===== config.mk =====
export PLATFORM = sky130hd
export DESIGN_NAME = logic_unit_pipe_flat
export DESIGN_NICKNAME = d
export VERILOG_FILES = /design/src/rtl/logic_unit_pipe_if.sv /design/src/rtl/logic_unit_pipe.sv /design/src/flat_wrapper.sv
export SDC_FILE = /design/constraint.sdc
export NUM_CORES = 1
export LEC_CHECK = 0
export CORE_MARGIN = 8
export CORE_UTILIZATION = 30
export CTS_CLUSTER_DIAMETER = 60
export CTS_CLUSTER_SIZE = 20
export DETAILED_ROUTE_END_ITERATION = 6
export HOLD_SLACK_MARGIN = 0.02
export REMOVE_ABC_BUFFERS = 1
export SYNTH_ARGS = -nofsm -noshare
export SYNTH_HDL_FRONTEND = slang
export SYNTH_SLANG_ARGS = --single-unit

===== constraint.sdc =====
create_clock -name clk -period 3.8 [get_ports clk]
set_clock_uncertainty 0.15 [all_clocks]
set_input_delay 1.14 -clock clk [delete_from_list [all_inputs] [get_ports clk]]
set_output_delay 1.14 -clock clk [all_outputs]
set_load 0.005 [all_outputs]

===== src/rtl/logic_unit_pipe_if.sv =====
// Operand/result handshake bundle for logic_unit_pipe.
// LOGIC_UNIT_PIPE_PARITY_EN adds the par result bit.
interface logic_unit_pipe_if #(
   parameter int unsigned WIDTH = 8
);
   logic [WIDTH-1:0] a;
   logic [WIDTH-1:0] b;
   logic [2:0]       op;
   logic             in_valid;
   logic             in_ready;
   logic [WIDTH-1:0] c;
   logic             zero;
   logic             out_valid;
   logic             out_ready;
`ifdef LOGIC_UNIT_PIPE_PARITY_EN
   logic             par;

   modport master (
      output a, b, op, in_valid, out_ready,
      input  in_ready, c, zero, out_valid, par
   );
   modport slave (
      input  a, b, op, in_valid, out_ready,
      output in_ready, c, zero, out_valid, par
   );
`else
   modport master (
      output a, b, op, in_valid, out_ready,
      input  in_ready, c, zero, out_valid
   );
   modport slave (
      input  a, b, op, in_valid, out_ready,
      output in_ready, c, zero, out_valid
   );
`endif
endinterface


===== src/rtl/logic_unit_pipe.sv =====
// Pipelined 8-function bitwise logic unit with valid/ready flow control.
// LOGIC_UNIT_PIPE_PARITY_EN adds an even-parity bit carried with each result.
module logic_unit_pipe #(
   parameter int unsigned WIDTH  = 8,
   parameter int unsigned STAGES = 2,
   parameter int unsigned CNT_W  = 16
) (
   input  logic             clk,
   input  logic             rst_n,
   logic_unit_pipe_if.slave bus,
   output logic             busy,
   output logic [CNT_W-1:0] done_cnt
);

   typedef enum logic [2:0] {
      OP_AND  = 3'd0,
      OP_OR   = 3'd1,
      OP_XOR  = 3'd2,
      OP_NAND = 3'd3,
      OP_NOR  = 3'd4,
      OP_XNOR = 3'd5,
      OP_ANDN = 3'd6,
      OP_PASS = 3'd7
   } op_e;

   logic [STAGES-1:0] r_v;
   logic [WIDTH-1:0]  r_d [STAGES];
   logic [STAGES-1:0] r_z;
   logic [CNT_W-1:0]  r_cnt;
   logic [STAGES-1:0] w_load;
   logic [WIDTH-1:0]  w_res;
   logic              w_zero;
`ifdef LOGIC_UNIT_PIPE_PARITY_EN
   logic [STAGES-1:0] r_p;
`endif

   always_comb begin
      w_res = '0;
      case (op_e'(bus.op))
         OP_AND:  w_res = bus.a & bus.b;
         OP_OR:   w_res = bus.a | bus.b;
         OP_XOR:  w_res = bus.a ^ bus.b;
         OP_NAND: w_res = ~(bus.a & bus.b);
         OP_NOR:  w_res = ~(bus.a | bus.b);
         OP_XNOR: w_res = ~(bus.a ^ bus.b);
         OP_ANDN: w_res = bus.a & ~bus.b;
         OP_PASS: w_res = bus.a;
         default: w_res = '0;
      endcase
      w_zero = (w_res == '0);
   end

   // Stage k may load when the consumer is taking data or any stage from k
   // onward is empty; this is the unrolled ready chain, so no bubbles form.
   always_comb begin
      w_load = '0;
      for (int unsigned k = 0; k < STAGES; k++) begin
         w_load[k] = bus.out_ready;
         for (int unsigned j = k; j < STAGES; j++) begin
            if (!r_v[j]) w_load[k] = 1'b1;
         end
      end
   end

   always_ff @(posedge clk or negedge rst_n) begin
      if (!rst_n) begin
         r_v   <= '0;
         r_z   <= '0;
         r_cnt <= '0;
         for (int unsigned k = 0; k < STAGES; k++) r_d[k] <= '0;
`ifdef LOGIC_UNIT_PIPE_PARITY_EN
         r_p   <= '0;
`endif
      end else begin
         if (w_load[0]) begin
            r_v[0] <= bus.in_valid;
            if (bus.in_valid) begin
               r_d[0] <= w_res;
               r_z[0] <= w_zero;
`ifdef LOGIC_UNIT_PIPE_PARITY_EN
               r_p[0] <= ^w_res;
`endif
            end
         end
         for (int unsigned k = 1; k < STAGES; k++) begin
            if (w_load[k]) begin
               r_v[k] <= r_v[k-1];
               if (r_v[k-1]) begin
                  r_d[k] <= r_d[k-1];
                  r_z[k] <= r_z[k-1];
`ifdef LOGIC_UNIT_PIPE_PARITY_EN
                  r_p[k] <= r_p[k-1];
`endif
               end
            end
         end
         if (r_v[STAGES-1] && bus.out_ready) r_cnt <= r_cnt + CNT_W'(1);
      end
   end

   assign bus.in_ready  = w_load[0];
   assign bus.c         = r_d[STAGES-1];
   assign bus.zero      = r_z[STAGES-1];
   assign bus.out_valid = r_v[STAGES-1];
`ifdef LOGIC_UNIT_PIPE_PARITY_EN
   assign bus.par       = r_p[STAGES-1];
`endif
   assign busy          = |r_v;
   assign done_cnt      = r_cnt;

endmodule

===== src/flat_wrapper.sv =====
// flat-port wrapper written by rule: the top's interface ports become plain ports
module logic_unit_pipe_flat 
#(
   parameter int unsigned WIDTH  = 8,
   parameter int unsigned STAGES = 2,
   parameter int unsigned CNT_W  = 16
)
  (clk, rst_n, busy, done_cnt, bus_a, bus_b, bus_op, bus_in_valid, bus_out_ready, bus_in_ready, bus_c, bus_zero, bus_out_valid);
  logic_unit_pipe_if #(.WIDTH(WIDTH)) bus_i ();
  input  logic clk;
  input  logic rst_n;
  output logic busy;
  output logic [CNT_W-1:0] done_cnt;
  input wire logic [$bits(bus_i.a)-1:0] bus_a;
  input wire logic [$bits(bus_i.b)-1:0] bus_b;
  input wire logic [$bits(bus_i.op)-1:0] bus_op;
  input wire logic [$bits(bus_i.in_valid)-1:0] bus_in_valid;
  input wire logic [$bits(bus_i.out_ready)-1:0] bus_out_ready;
  output wire logic [$bits(bus_i.in_ready)-1:0] bus_in_ready;
  output wire logic [$bits(bus_i.c)-1:0] bus_c;
  output wire logic [$bits(bus_i.zero)-1:0] bus_zero;
  output wire logic [$bits(bus_i.out_valid)-1:0] bus_out_valid;
  assign bus_i.a = bus_a;
  assign bus_i.b = bus_b;
  assign bus_i.op = bus_op;
  assign bus_i.in_valid = bus_in_valid;
  assign bus_i.out_ready = bus_out_ready;
  assign bus_in_ready = bus_i.in_ready;
  assign bus_c = bus_i.c;
  assign bus_zero = bus_i.zero;
  assign bus_out_valid = bus_i.out_valid;
  logic_unit_pipe #(.WIDTH(WIDTH), .STAGES(STAGES), .CNT_W(CNT_W)) u_core (.clk(clk), .rst_n(rst_n), .bus(bus_i), .busy(busy), .done_cnt(done_cnt));
endmodule

==> metrics.md, run 1 <==
| Metric | Value |
|---|---|
| Final period utilization | `95.8%` |
| Most frequent cells in the layout | `clkdlybuf4s50_1, dfrtp_1, nand2_1, ha_1, inv_1` |
| Fin. Hold Viols | `0` |
| Sequential element share of the synthesized area | `35.8%` |
| Worst-Margin Slew | `508 ps` |
| Fillers | `821` |
| Final #Nets | `348` |
| P&R area growth vs syn | `25.6%` |
| Period minus WS final | `3640 ps` |
| Hold_buf cts | `0` |
| Num ports | `51` |
| Core Region | `0.00818 mm²` |
| Die height | `108 µm` |
| RSZ-0062 raised after global routing | `no` |
| Fraction of layout cells with a size suffix above 1 | `11.6%` |
| Cell chain of the critical path | `clkdlybuf4s50_1 -> nand3b_1 -> clkdlybuf4s50_1` |
| Cts bufs inserted | `5` |
| Post-DP HPWL | `3.97 mm` |
| Fmax | `275 MHz` |
| Worst r2r dst | `u_core.done_cnt[14]$_DFFE_PN0P_` |
| Antenna violations before repair | `0` |
| RD Place Congestion | `0.787` |
| Hold_ws | `325 ps` |
| Area of the multi-input gates | `0.00139 mm²` |
| Top-area cell type share of the netlist area | `35.8%` |
| Synth cell types | `51` |
| Post-CTS Setup Inserts | `0` |
| # clock sinks | `36` |
| Drt total wl | `4.97 mm` |
| H-tree Lvls | `2` |
| Syn avg cell area | `9.72 µm²` |
| Yosys warns | `0` |
| HP Class | `flip-flop to flip-flop` |
| Yosys top cell by area | `dfrtp_1` |
| GRT Total Usage | `8.99%` |
| Worst EP required | `2510 ps` |
| Slew Viols, Final | `0` |
| Row count | `33` |
| Setup tns final | `0 ps` |
| Largest net degree at the start of global routing | `40` |
| CTS root buf | `clkbuf_8` |
| Pwr dens | `397 mW/mm²` |
| DRT iter0 DRCs | `38` |
| Min-delay src | `u_core.done_cnt[15]$_DFFE_PN0P_` |
| Min-Delay Path Depth | `1` |
| Final setup violation count | `0` |
| Commonest non-fill, non-tap cell in the layout | `clkdlybuf4s50_1` |
| Critical path's most frequent cell | `clkdlybuf4s50_1` |
| Dominant synthesized flop cell | `dfrtp_1` |
| Synth top area cells | `dfrtp_1, ha_1, mux2_2` |
| Clock buffer depth | `2` |
| DR WL/cell | `12.3 µm` |
| Final ANT Viol Nets | `0` |
| Die area | `0.0116 mm²` |
| Post-CTS Resized | `0` |
| Status | `completed` |
| CTS tree | `done` |
| Peak VDD IR | `111 µV` |
| Maxcap violations | `0` |
| Via/cell ratio | `4.68` |
| Clock transition at path regs | `70 ps` |
| Via count | `1,900` |
| Async set-reset flop share out of synthesis | `100%` |
| Remaining Overflow, GRT | `0` |
| R2r setup slk | `1960 ps` |
| Reg2reg start | `u_core.done_cnt[0]$_DFFE_PN0P_` |
| Type of origin of the critical path | `input pin` |
| Critical-path cell with the highest stage delay | `clkdlybuf4s50_1` |
| Yosys reg bits | `36` |
| Critical path peak fanout | `5` |
| Normalized max-slew margin | `66.0%` |
| Critical path class | `input pin to output pin` |
| Mapped Area | `0.00252 mm²` |
| DIE WIDTH | `108 µm` |
| FF/Latch Area | `901 µm²` |
| Port Buffers | `50` |
| Number of synthesized flops with an enable pin | `0` |
| WP data arrival | `2350 ps` |
| Worst-Skew Late Latency | `280 ps` |
| CP Capture Type | `output pin` |
| Hold Path End | `u_core.done_cnt[15]$_DFFE_PN0P_` |
| Post-Syn Instances | `259` |
| Vias in the first global route | `1,934` |
| Starting Density | `30.8%` |
| Pre-antenna DRT Iters | `4` |
| R2R depth | `6` |
| Remaining DRCs | `0` |
| CP max stage delay | `530 ps` |
| ANT cells | `0` |
| Leak | `0.00140 µW` |
| First-pass GRT wire length | `8.71 mm` |
-- per-stage QoR --
step	util, %	cells	power [µW]	cell area [µm²]	setup WS [ps]
6_report	38.7	406	1250	3160	158
2_1_floorplan	-	238	707	2360	1030
3_5_place_dp	37.4	398	946	3060	163
3_3_place_gp	37.4	398	936	3060	179
5_1_grt	38.7	406	1340	3160	73.7
4_1_cts	38.7	406	1280	3160	157
-- how the worst max path moves through the flow --
stage	cells past startpoint	endpoint	slack, ps	from
after global placement	3	bus_in_ready	180	bus_out_ready
after global routing	3	bus_in_ready	70	bus_out_ready
after CTS	3	bus_in_ready	160	bus_out_ready
after floorplan	7	u_core.r_d[10]$_DFFE_PN0P_	1030	bus_b[2]
after detailed placement	3	bus_in_ready	160	bus_out_ready
final	3	bus_in_ready	160	bus_out_ready
-- critical path: cells and delay by family --
| kind | cells | cell delay, ps |
|---|---|---|
| buffers and inverters | 2 | 1050 |
| and+or+nand+nor | 1 | 160 |
-- metal layers --
| metal | wire length (µm) | vias up | global-route usage, % |
|---|---|---|---|
| li1 | - | 965 | - |
| met1 | 2330 | 883 | 11.2 |
| met2 | 2240 | 47 | 14.9 |
| met3 | 357 | 5 | 2.28 |
| met4 | 50 | 0 | 2.68 |
| met5 | 0 | - | 0 |
-- cell usage after synthesis, types with 2 or more instances --
library cell	n
buf_6	2
o21ai_1	5
o211ai_1	3
dfrtp_1	36
inv_1	19
buf_2	5
nor3_1	3
nand3_1	6
mux2_2	12
a21oi_1	13
o21ai_0	10
nor2_1	12
nand4_1	4
xor2_1	5
o22ai_1	2
a211oi_1	2
buf_4	12
mux2i_1	5
and3_1	2
ha_1	25
mux4_2	3
nor3_2	2
nand2b_1	7
nand2_1	25
nor2b_1	3
xnor2_1	10
or2_2	2
-- layout make-up --
cell class	instances	area share, %
Multi-Input combinational cell	182	43.8
Sequential cell	36	28.5
Timing Repair Buffer	55	17.8
Tap cell	105	4.15
Inverter	20	2.37
Clock buffer	6	2.29
Clock inverter	2	1.11
-- cell families (layout without fill, tap and decap cells) --
| family | after synthesis | count (layout) | share of synthesized area (%) |
|---|---|---|---|
| xor+xnor | 15 | 15 | 5.22 |
| mux | 20 | 20 | 10.0 |
| buf+inv | 41 | 83 | 9.19 |
| flops | 36 | 36 | 35.8 |
| fa+ha+maj | 25 | 25 | 12.4 |
| compound gates | 48 | 48 | 12.2 |
| simple gates | 74 | 74 | 15.1 |
-- power by group --
| part | switching, µW | leakage, µW | internal (µW) | total (µW) |
|---|---|---|---|---|
| registers | 63.3 | 0.000450 | 465 | 528 |
| clock network | 132 | 0.0000552 | 195 | 326 |
| logic | 161 | 0.000897 | 239 | 400 |
| total | 356 | 0.00140 | 899 | 1250 |
-- flip-flops by register name, indices dropped and copies added (netlist names) --
signal           flops
u_core.bus.c         8
u_core.done_cnt     16
u_core.r_d           8
u_core.r_v           2
u_core.r_z           2
No activity file was read; power rests on OpenSTA's default activity.
==> run 2, diff against run 1 <==
- GPL_ROUTABILITY_DRIVEN: unset -> 0
==> results of run 2 <==
No change in the layout: final DEF, timing and power equal those of run 1.
==> run 3, diff against run 2 <==
- DONT_BUFFER_PORTS: unset -> 1
- SLEW_MARGIN: unset -> 5
==> run 3 against run 2 <==
- clock-buffer cell count did not move
- design area decreased by 18%
- power shrank 18%
- die area is the same
- critical path depth down 2
- worst hold slack gained 22 ps
- non-clock buffer count fell by 55
- critical path type unchanged
==> metrics.md, run 3 (synthesis gave the netlist of run 1 again) <==
| Metric | Value |
|---|---|
| Slew Viols, Final | `0` |
| Vias in the first global route | `1,728` |
| Worst-Skew Late Latency | `280 ps` |
| HP Class | `flip-flop to flip-flop` |
| Clock buffer depth | `2` |
| Peak VDD IR | `141 µV` |
| CTS root buf | `clkbuf_8` |
| Die height | `108 µm` |
| Via count | `1,714` |
| Area of the multi-input gates | `0.00139 mm²` |
| Leak | `0.00117 µW` |
| Antenna violations before repair | `0` |
| Final ANT Viol Nets | `0` |
| Row count | `33` |
| Via/cell ratio | `4.88` |
| Worst Path Buf+Inv | `0` |
| Commonest non-fill, non-tap cell in the layout | `dfrtp_1` |
| Fmax | `376 MHz` |
| CP Capture Type | `output pin` |
| Total Power | `1030 µW` |
| DP Worst Slack | `920 ps` |
| Num ports | `51` |
| RSZ-0062 raised after global routing | `no` |
| Period minus WS final | `2660 ps` |
| CTS tree | `done` |
| Largest net degree at the start of global routing | `44` |
| CP top delay family | `simple AND/OR/NAND/NOR gates` |
| Post-layout util | `31.6%` |
| Critical path class | `input pin to output pin` |
| CP max stage delay | `230 ps` |
| P&R area growth vs syn | `2.68%` |
| Remaining DRCs | `0` |
| GRT Total Usage | `8.78%` |
| Most frequent cells in the layout | `dfrtp_1, nand2_1, ha_1` |
| WP data arrival | `1370 ps` |
| DIE WIDTH | `108 µm` |
| Cell chain of the critical path | `nand3b_1` |
| Port Buffers | `0` |
| Remaining Overflow, GRT | `0` |
| Hold_buf cts | `0` |
| Type of origin of the critical path | `input pin` |
| Fraction of layout cells with a size suffix above 1 | `12.6%` |
| Drt total wl | `4.90 mm` |
| Pwr dens | `399 mW/mm²` |
| Pre-antenna DRT Iters | `4` |
| Post-CTS Resized | `0` |
| Hold_ws | `348 ps` |
| Core Region | `0.00818 mm²` |
| Critical-path cell with the highest stage delay | `nand3b_1` |
| Post-route worst setup slack | `1140 ps` |
| H-tree Lvls | `2` |
| Critical path peak fanout | `5` |
| Clock transition at path regs | `70 ps` |
| Final setup violation count | `0` |
| # clock sinks | `36` |
| ANT cells | `0` |
| Status | `completed` |
| Cts bufs inserted | `5` |
| Final #Nets | `293` |
| Max FFs per register | `16` |
| DR WL/cell | `14.0 µm` |
| Worst EP required | `2510 ps` |
| First-pass GRT wire length | `8.46 mm` |
| Setup tns final | `0 ps` |
| Fin. Hold Viols | `0` |
| DRT iter0 DRCs | `49` |
| Normalized max-slew margin | `68.7%` |
| Final period utilization | `69.9%` |
| Die area | `0.0116 mm²` |
| Maxcap violations | `0` |
| FF/Latch Area | `901 µm²` |
| Fillers | `873` |
| Post-DP HPWL | `3.77 mm` |
| Starting Density | `30.8%` |
| Post-CTS Setup Inserts | `0` |
| Worst-Margin Slew | `468 ps` |
[run 3: stage by stage]
stage / area, µm² / instances
after global routing: 2580 / 351
after floorplan: 2360 / 238
after detailed placement: 2490 / 343
final: 2580 / 351
after global placement: 2490 / 343
after CTS: 2580 / 351
[run 3: cell type report]
type	count	area share, %
multi-input combinational	182	53.6
sequential	36	34.8
tap	105	5.08
clock buffer	6	3.19
inverter	20	2.90
clock inverter	2	0.387
[run 3: final timing paths]
path,startpoint,end,slack (ps),depth (start not counted)
min in group asynchronous,rst_n,u_core.done_cnt[4]$_DFFE_PN0P_,390,0
setup / recovery,bus_out_ready,bus_in_ready,1140,1
hold / removal,u_core.done_cnt[15]$_DFFE_PN0P_,u_core.done_cnt[15]$_DFFE_PN0P_,350,1
max in group asynchronous,rst_n,u_core.bus.c[7]$_DFFE_PN0P_,3020,0
setup reg to reg,u_core.done_cnt[0]$_DFFE_PN0P_,u_core.done_cnt[14]$_DFFE_PN0P_,1900,6
hold reg to reg,u_core.done_cnt[15]$_DFFE_PN0P_,u_core.done_cnt[15]$_DFFE_PN0P_,350,1
[run 3: routing by layer]
| metal | vias to the layer above | track usage [%] | routed length [µm] |
|---|---|---|---|
| li1 | 856 | - | - |
| met1 | 800 | 9.99 | 2020 |
| met2 | 54 | 14.3 | 2210 |
| met3 | 4 | 4.79 | 651 |
| met4 | 0 | 1.49 | 27 |
| met5 | - | 0 | 0 |
[run 3: power by group]
group,internal [µW],switching [µW],leakage [µW]
combinational,110,93.1,0.000674
sequential,465,87.6,0.000450
clock,145,132,0.0000510
